$ cat src/rtl/instruction_loader.sv
// instruction_loader
// Byte-stream to instruction-memory writer. Collects four bytes per word
// (first byte is the most significant), then issues a one-cycle write strobe
// at the next word address. Addresses start at 0 so instruction N lands at
// word address N, matching the program counter's fetch index.

module instruction_loader #(
  parameter int DEPTH = 32
) (
  input  logic        i_clk,
  input  logic        i_reset,
  input  logic        i_start,
  input  logic [31:0] i_length,
  input  logic        i_byte_valid,
  input  logic [7:0]  i_byte_data,
  output logic        o_byte_ready,
  output logic        o_mem_write_enable,
  output logic [31:0] o_mem_address,
  output logic [31:0] o_mem_write_data,
  output logic        o_busy,
  output logic        o_done,
  output logic        o_error
);

  typedef enum logic [1:0] {
    S_IDLE  = 2'd0,
    S_RECV  = 2'd1,
    S_WRITE = 2'd2,
    S_DONE  = 2'd3
  } state_t;

  localparam logic [31:0] DEPTH_W = 32'(DEPTH);

  state_t      r_state;
  state_t      w_state_next;

  logic [31:0] r_length;      // word count latched at start
  logic [31:0] r_address;     // word address of the word being assembled
  logic [1:0]  r_byte_count;  // bytes of the current word accepted so far
  logic [23:0] r_shift;       // the three most recent bytes of the current word
  logic [31:0] r_word;        // last fully assembled word, held for the write
  logic        r_error;

  logic        w_start_idle;
  logic        w_len_ok;
  logic        w_len_zero;
  logic        w_len_over;
  logic        w_xfer;
  logic        w_last_byte;
  logic [31:0] w_addr_inc;
  logic        w_last_word;

  assign w_start_idle = (r_state == S_IDLE) && i_start;
  assign w_len_zero   = (i_length == 32'd0);
  assign w_len_over   = (i_length > DEPTH_W);
  assign w_len_ok     = !w_len_zero && !w_len_over;
  assign w_xfer       = (r_state == S_RECV) && i_byte_valid;
  assign w_last_byte  = w_xfer && (r_byte_count == 2'd3);
  assign w_addr_inc   = r_address + 32'd1;
  assign w_last_word  = (w_addr_inc == r_length);

  // State register.
  always_ff @(posedge i_clk) begin
    if (i_reset) begin
      r_state <= S_IDLE;
    end else begin
      r_state <= w_state_next;
    end
  end

  // Next-state logic.
  always_comb begin
    w_state_next = r_state;
    unique case (r_state)
      S_IDLE: begin
        if (i_start) begin
          if (w_len_zero) begin
            w_state_next = S_DONE;
          end else if (w_len_ok) begin
            w_state_next = S_RECV;
          end
        end
      end
      S_RECV: begin
        if (w_last_byte) begin
          w_state_next = S_WRITE;
        end
      end
      S_WRITE: begin
        w_state_next = w_last_word ? S_DONE : S_RECV;
      end
      S_DONE: begin
        w_state_next = S_IDLE;
      end
      default: begin
        w_state_next = S_IDLE;
      end
    endcase
  end

  // Output decode; every control output is a pure function of the state.
  always_comb begin
    o_byte_ready       = 1'b0;
    o_mem_write_enable = 1'b0;
    o_busy             = 1'b0;
    o_done             = 1'b0;
    unique case (r_state)
      S_RECV: begin
        o_byte_ready = 1'b1;
        o_busy       = 1'b1;
      end
      S_WRITE: begin
        o_mem_write_enable = 1'b1;
        o_busy             = 1'b1;
      end
      S_DONE: begin
        o_done = 1'b1;
      end
      default: begin
      end
    endcase
  end

  // Datapath: length latch, byte assembly and word address.
  // The address only advances when another word follows, so after the final
  // write it stays on the last legal index instead of stepping to DEPTH.
  always_ff @(posedge i_clk) begin
    if (i_reset) begin
      r_length     <= 32'd0;
      r_address    <= 32'd0;
      r_byte_count <= 2'd0;
      r_shift      <= 24'd0;
      r_word       <= 32'd0;
    end else begin
      if (w_start_idle && w_len_ok) begin
        r_length     <= i_length;
        r_address    <= 32'd0;
        r_byte_count <= 2'd0;
      end
      if (w_xfer) begin
        r_shift      <= {r_shift[15:0], i_byte_data};
        r_byte_count <= r_byte_count + 2'd1;
        if (r_byte_count == 2'd3) begin
          r_word <= {r_shift, i_byte_data};
        end
      end
      if ((r_state == S_WRITE) && !w_last_word) begin
        r_address <= w_addr_inc;
      end
    end
  end

  // Sticky length error, re-evaluated on every start seen in IDLE.
  always_ff @(posedge i_clk) begin
    if (i_reset) begin
      r_error <= 1'b0;
    end else if (w_start_idle) begin
      r_error <= w_len_over;
    end
  end

  assign o_mem_address    = r_address;
  assign o_mem_write_data = r_word;
  assign o_error          = r_error;

endmodule

$ cat config.mk
export PLATFORM = sky130hd
export DESIGN_NAME = instruction_loader
export DESIGN_NICKNAME = d
export VERILOG_FILES = /design/src/rtl/instruction_loader.sv
export SDC_FILE = /design/constraint.sdc
export NUM_CORES = 1
export LEC_CHECK = 0
export CAP_MARGIN = 20
export CELL_PAD_IN_SITES_DETAIL_PLACEMENT = 1
export CELL_PAD_IN_SITES_GLOBAL_PLACEMENT = 1
export CORE_ASPECT_RATIO = 1.4
export CORE_UTILIZATION = 39
export DETAILED_ROUTE_END_ITERATION = 6
export GPL_TIMING_DRIVEN = 0
export PLACE_DENSITY_LB_ADDON = 0.1
export SLEW_MARGIN = 10
export SYNTH_ARGS = -nofsm -noshare
export SYNTH_HDL_FRONTEND = slang
export SYNTH_SLANG_ARGS = --single-unit
$ cat constraint.sdc
create_clock -name i_clk -period 4.7 [get_ports i_clk]
set_clock_uncertainty 0.1 [all_clocks]
set_input_delay 1.175 -clock i_clk [delete_from_list [all_inputs] [get_ports i_clk]]
set_output_delay 1.175 -clock i_clk [all_outputs]
set_load 0.005 [all_outputs]
Word level (Yosys, flattened, before mapping)

Index checks and enable logic that the tools add are counted.

Flip-flop bits (word level): 125
Input port bits: 44
Word-level logic and storage cells: 48

Add/subtract/negate cells: 2
$lt $le $gt $ge: 1
Equality and inequality tests: 8
Mux-type cells: 14
Reduce and logical (&&, ||, !) cells: 16

Operators by type and width:

| cell                  | number |
|---|---|
| $mux 32               | 2 |
| $add 32x1->32 const B | 1 |
| $eq 32x32->1          | 1 |
| $gt 32x6->1 const B   | 1 |
| $logic_not 32->1      | 1 |
| $mux 2                | 7 |
| $pmux 2 s4            | 1 |
| $eq 2x2->1 const B    | 3 |
| $logic_and 1x1->1     | 6 |
| $mux 1                | 4 |
| $ne 2x2->1 const B    | 2 |
| $reduce_bool 2->1     | 2 |
| $logic_not 1->1       | 3 |
| $ne 3x3->1 const B    | 1 |
| $reduce_and 3->1      | 1 |
| $add 2x1->2 const B   | 1 |
| $eq 2x1->1 const B    | 1 |
| $logic_not 2->1       | 1 |
| $reduce_and 2->1      | 1 |
| $reduce_or 2->1       | 1 |

Logic depth before layout (Yosys ltp)

Gate-level depths: netlist of run 1.

Depth after elaboration: 7
Depth in mapped cells: 14
Gate-level depth less buffers: 10

Least setup slack after synthesis of run 1

Ideal clock, no wire load.

Kind: input-to-reg
From: input i_length[31]
To: register r_address[27] (netlist: o_mem_address[27])
Data arrival time: 3.309 ns
Data required time: 4.478 ns
Path slack: 1.169 ns
Stages on the path: 12
Path buffers: 3
Cells stage by stage: nor4_1 -> nand4_1 -> nor2_1 -> and3_1 -> and2_1 -> nor2b_1 -> clkbuf_1 -> nor2_1 -> and2_4 -> buf_6 -> buf_6 -> a221o_1

Longest elaborated chain between the ends: 5
Elaborated cells on any way between the ends: 7

RTL lines:

| item                                                   | line   | RTL |
|---|---|---|
| from (decl)                                            | 13     | `input logic [31:0] i_length,` |
| $gt 32x6->1 / $logic_not 32->1 (equally long branches) | 55, 54 |  |
| $logic_not 1->1                                        | 56     | `assign w_len_ok = !w_len_zero && !w_len_over;` |
| $logic_and 1x1->1 *                                    | 56     |  |
| $logic_and 1x1->1 *                                    | 135    | `if (w_start_idle && w_len_ok) begin` |
| $reduce_bool 2->1 (no source line) *                   | n/a    |  |
| to (signal assigned)                                   | 148    | `r_address <= w_addr_inc;` |
| to (decl)                                              | 38     | `logic [31:0] r_address;` |

Mark *: on every way between the ends. The rest lies on a longest branch, timed or not.
A chain may end at the register's enable or synchronous reset.

Worst setup path in the final report of run 1

From: register r_address[0] (netlist: o_mem_address[0])
To: register r_address[8] (netlist: o_mem_address[8])

Longest elaborated chain between the ends: 5
Elaborated cells on any way between the ends: 6

RTL lines:

| item                                                | line | RTL |
|---|---|---|
| $add 32x1->32 *                                     | 59   | `assign w_addr_inc = r_address + 32'd1;` |
| $eq 32x32->1                                        | 60   | `assign w_last_word = (w_addr_inc == r_length);` |
| $logic_not 1->1                                     | 147  | `if ((r_state == S_WRITE) && !w_last_word) begin` |
| $logic_and 1x1->1                                   | 147  |  |
| $mux 32 / $reduce_bool 2->1 (equally long branches) | n/a  |  |

Marks and branches as above.

==> metrics.log, run 1 <==
[metrics] count of pins on the block boundary: 113
[metrics] leakage component of the power: between 3 and 4 nW
[metrics] library cell appearing most often on the critical path: sky130_fd_sc_hd__nand3_1
[metrics] area occupied by multi-input gates: between 0.003 and 0.004 sq mm
[metrics] signed area change from the synthesized netlist to the final layout: 32.1%
[metrics] die width: between 100 and 150 microns
[metrics] worst path bufs/invs: 1
[metrics] storage element area: 0.00250 sq mm
[metrics] CTS tree: yes
[metrics] count of port buffers added during placement: about 110
[metrics] clock edge transition at the registers on the reported setup and hold paths: ~0.06 ns
[metrics] half-perimeter wire length after detailed placement: approximately 16000 microns
[metrics] Antenna Diode Count: 0
[metrics] Core ar.: between 0.015 and 0.02 sq mm
[metrics] hold-fix buffers at CTS: 0
[metrics] mean number of vias per cell: 5.58
[metrics] minimum period implied by the final worst setup slack: 4.25 ns
[metrics] Placer Congestion: approximately 0.88
[metrics] number of instances in the synthesized netlist: 739
[metrics] Yosys warning count: 0
[metrics] All-Layer GR Usage: 27.2%
[metrics] slowest cell delay on critical path: around 0.69 ns
[metrics] total detailed-routing wirelength: 20700 microns
[metrics] fraction of layout cells with a size suffix above 1: 7.25%
[metrics] Final Non-Filler Cells: between 1000 and 1500
[metrics] clock latency of the later-clocked register in the worst-skew pair: between 0.4 and 0.5 ns
[metrics] Min Hold Slack: 0.355 ns
[metrics] filler instances: around 1800
[metrics] Largest delay share family, worst path: simple AND/OR/NAND/NOR gates
[metrics] antenna violations before repair: 0
[metrics] fmax: approximately 240 MHz
[metrics] startpoint type of the worst setup path: register
[metrics] number of enable-type register cells in the synthesized netlist: 0
[metrics] via count of the routed design: roughly 6000
[metrics] cell accounting for the most synthesized area: sky130_fd_sc_hd__dfxtp_1
[metrics] largest net degree at the start of global routing: 17
[metrics] total count of max-transition violations in the final report: 0
[metrics] startpoint-to-endpoint class of the critical path: reg -> reg
[metrics] number of global-route vias before repair: around 6400
[metrics] proportion of synthesized flip-flops having asynchronous set or reset: 0%
[metrics] buffer depth of the longest clock path: 2
[metrics] area of the mapped netlist: approximately 0.0060 sq mm
[metrics] Max Cap Violations: 0
[metrics] Yosys top cell area share: between 40 and 50%
[metrics] utilization after layout: approximately 53%
[metrics] Remaining Overflow, GRT: 0
[metrics] final net count: 921
[metrics] number of buffers added by the clock tree synthesis step: 17
[metrics] Synthesized Nets: slightly below 800
[metrics] unrepaired setup endpoints after global routing: false
[metrics] power per cell area: between 300 and 400 mW/mm^2
[metrics] Arr. time, crit path: 4.47 ns
[metrics] placed insts: around 1000
[metrics] wire length of the first global-routing pass: approximately 33000 microns
[metrics] post-synthesis average cell area: 8.18 sq um
[metrics] number of sinks on the clock net: around 130
[metrics] DIE HEIGHT: 149 microns
[metrics] Hold Violations, Final: 0
[metrics] Detailed Routing Iterations Pass 1: 4
[metrics] flip-flop cell with the highest count after synthesis: sky130_fd_sc_hd__dfxtp_1
[metrics] pin slew with the least headroom to its limit: 0.868 ns
[metrics] type of element capturing the critical path: register
[metrics] DRC: 0
[metrics] starting utilization of the core area: 40.2%
[metrics] slowest stage cell on the critical path: sky130_fd_sc_hd__nor4_4
[metrics] most area-consuming cells after synthesis: sky130_fd_sc_hd__dfxtp_1 41%, sky130_fd_sc_hd__nand2_1 9.2%, sky130_fd_sc_hd__a21oi_1 5.5%, sky130_fd_sc_hd__and3_1 5.4%, sky130_fd_sc_hd__xor2_1 2.9%
[metrics] row count: 53
[metrics] result of the run: finished clean
[metrics] part of the Yosys area used for sequential elements: just over 40%
[metrics] CTS Root Cell: sky130_fd_sc_hd__clkbuf_16
[metrics] post-synthesis sequential element count: ~130
[metrics] # Post-CTS Setup Buffers: 0
[metrics] number of DRC violations after detailed-routing iteration 0: 192
[metrics] worst rel slew slack: 41.6%
[metrics] cell-by-cell listing of the critical path: ha_1, nand3_1, nor4_4, nand3_1, xor2_1, o221ai_1, nor3_1, a21o_1, buf_2, nor4_1, a211o_1
[metrics] Setup TNS: 0 ns
[metrics] class of the tightest hold or removal check: reg -> reg
[metrics] area of the die: 0.0160 sq mm
[metrics] detailed-route wire length per cell: just under 20 microns
[metrics] data required time at the worst endpoint: roughly 4.9 ns
[metrics] Critical Path Fanout Max: 10
[metrics] H-tree levels: 4
[metrics] unique cell type count in the Yosys netlist: between 60 and 70
[metrics] setup violation total in the final timing report: 0
[metrics] post-cts gate resize count: 0
[metrics] antenna viol nets, final: 0
[metrics] final critical-path share of the clock period: between 90% and 100%
[metrics] largest voltage drop on the vdd net: 0.225 mV
[synthesized netlist by cell type (all sizes together) (2+ instances only)]
| library cell | instances |
|---|---|
| nand2b | 7 |
| xnor2 | 17 |
| or2 | 2 |
| dfxtp | 125 |
| ha | 7 |
| nor2 | 41 |
| and2 | 7 |
| and3 | 52 |
| o31ai | 2 |
| and4 | 3 |
| clkbuf | 33 |
| a211oi | 5 |
| a22oi | 5 |
| nor2b | 2 |
| nand4 | 20 |
| o221ai | 2 |
| nor4 | 19 |
| nor3 | 15 |
| mux2i | 12 |
| nand2 | 148 |
| o22ai | 2 |
| nand3 | 21 |
| o2111ai | 3 |
| o21ai | 12 |
| buf | 23 |
| a21oi | 67 |
| a211o | 6 |
| o21a | 2 |
| or4 | 4 |
| a221o | 16 |
| or3 | 5 |
| a31oi | 2 |
| a22o | 2 |
| inv | 11 |
| nand3b | 3 |
| xor2 | 20 |
[registers in the layout, summed over array words and instances (netlist names)]
register          count
o_error               1
o_mem_address        32
o_mem_write_data     32
r_byte_count          2
r_length             32
r_shift              24
r_state               2
[cell type report]
type | count | share of cell area [%]
well taps | 192 | 3.01
clock inverters | 15 | 1.96
plain buffers | 56 | 3.35
inverters | 11 | 0.517
flip-flops and latches | 125 | 31.3
multi-input cells | 547 | 40.5
repair buffers | 112 | 14.0
clock buffers | 17 | 5.33
[per-layer routing]
metal | GRT usage [%] | up-vias | wire [microns] | part of all wire, %
li1 | - | 2883 | - | -
met1 | 26.8 | 2908 | 7690 | 37
met2 | 51.2 | 154 | 11200 | 54
met3 | 6.07 | 53 | 748 | 3.6
met4 | 16.3 | 0 | 999 | 4.8
met5 | 0 | - | 0 | 0
[worst register-to-register path, delay by kind of cell (launching register included)]
family / cells / cell delay (ns)
compound gates: 3 / 0.73
xor+xnor: 1 / 0.21
fa+ha+maj: 1 / 0.32
buf+inv: 1 / 0.30
flops: 1 / 0.55
simple gates: 5 / 1.92
[logic make-up after synthesis]
| family | after synthesis | share of synthesized area [%] |
|---|---|---|
| XOR/XNOR | 38 | 5.73 |
| adder cells (fa/ha/maj) | 7 | 1.45 |
| flip-flops | 125 | 41.4 |
| multiplexers | 13 | 2.17 |
| AND/OR/NAND/NOR | 351 | 29.0 |
| buffers and inverters | 67 | 5.11 |
| AO/OA/AOI/OAI | 138 | 15.1 |
[metrics by stage]
stage	setup WS, ns	power, mW	cell area (sq um)
after floorplan	1.17	1.20	6040
after global placement	0.305	1.29	7410
after global routing	0.293	2.67	7990
after detailed placement	0.148	1.30	7410
after CTS	0.475	2.61	7990
final	0.448	2.58	7990
[layout by cell type (no fill, tap or decap), types with 16 or more instances in the layout]
cell                                n
sky130_fd_sc_hd__a21oi_1           67
sky130_fd_sc_hd__a221o_1           16
sky130_fd_sc_hd__and3_1            52
sky130_fd_sc_hd__clkbuf_1          32
sky130_fd_sc_hd__clkbuf_16         17
sky130_fd_sc_hd__clkdlybuf4s50_1  112
sky130_fd_sc_hd__dfxtp_1          125
sky130_fd_sc_hd__nand2_1          148
sky130_fd_sc_hd__nand3_1           20
sky130_fd_sc_hd__nand4_1           19
sky130_fd_sc_hd__nor2_1            41
sky130_fd_sc_hd__nor4_1            18
sky130_fd_sc_hd__xnor2_1           17
sky130_fd_sc_hd__xor2_1            20
[path summary, 6_finish.rpt]
| kind | from | end | slack [ns] | cells past startpoint |
|---|---|---|---|---|
| hold / removal | r_shift[16]$_SDFFE_PP0P_ | r_shift[16]$_SDFFE_PP0P_ | 0.35 | 2 |
| hold reg to reg | r_shift[16]$_SDFFE_PP0P_ | r_shift[16]$_SDFFE_PP0P_ | 0.35 | 2 |
| setup / recovery | o_mem_address[0]$_SDFFE_PP0P_ | o_mem_address[8]$_SDFFE_PP0P_ | 0.45 | 11 |
| setup reg to reg | o_mem_address[0]$_SDFFE_PP0P_ | o_mem_address[8]$_SDFFE_PP0P_ | 0.45 | 11 |
[report_power, final]
part,leakage (nW),switching [mW],internal (mW),total (mW)
Clock,0.282,0.554,0.747,1.30
Sequential,1.01,0.0139,1.07,1.09
Combinational,1.80,0.108,0.0810,0.189
Note: power is estimated with default switching activity, not from simulation.
==> run 2: changes to the inputs <==
--- a/config.mk
+++ b/config.mk
@@ -10,6 +10,7 @@
 export CELL_PAD_IN_SITES_GLOBAL_PLACEMENT = 1
 export CORE_ASPECT_RATIO = 1.4
 export CORE_UTILIZATION = 39
+export CTS_CLUSTER_SIZE = 16
 export DETAILED_ROUTE_END_ITERATION = 6
 export GPL_TIMING_DRIVEN = 0
 export PLACE_DENSITY_LB_ADDON = 0.1
==> results of run 2 <==
The final DEF is identical to that of run 1; final timing and power are the same.
==> run 3: changes to the inputs <==
--- a/config.mk
+++ b/config.mk
@@ -5,7 +5,6 @@
 export SDC_FILE = /design/constraint.sdc
 export NUM_CORES = 1
 export LEC_CHECK = 0
-export CAP_MARGIN = 20
 export CELL_PAD_IN_SITES_DETAIL_PLACEMENT = 1
 export CELL_PAD_IN_SITES_GLOBAL_PLACEMENT = 1
 export CORE_ASPECT_RATIO = 1.4
==> results of run 3 <==
The final DEF is identical to that of run 1; final timing and power are the same.
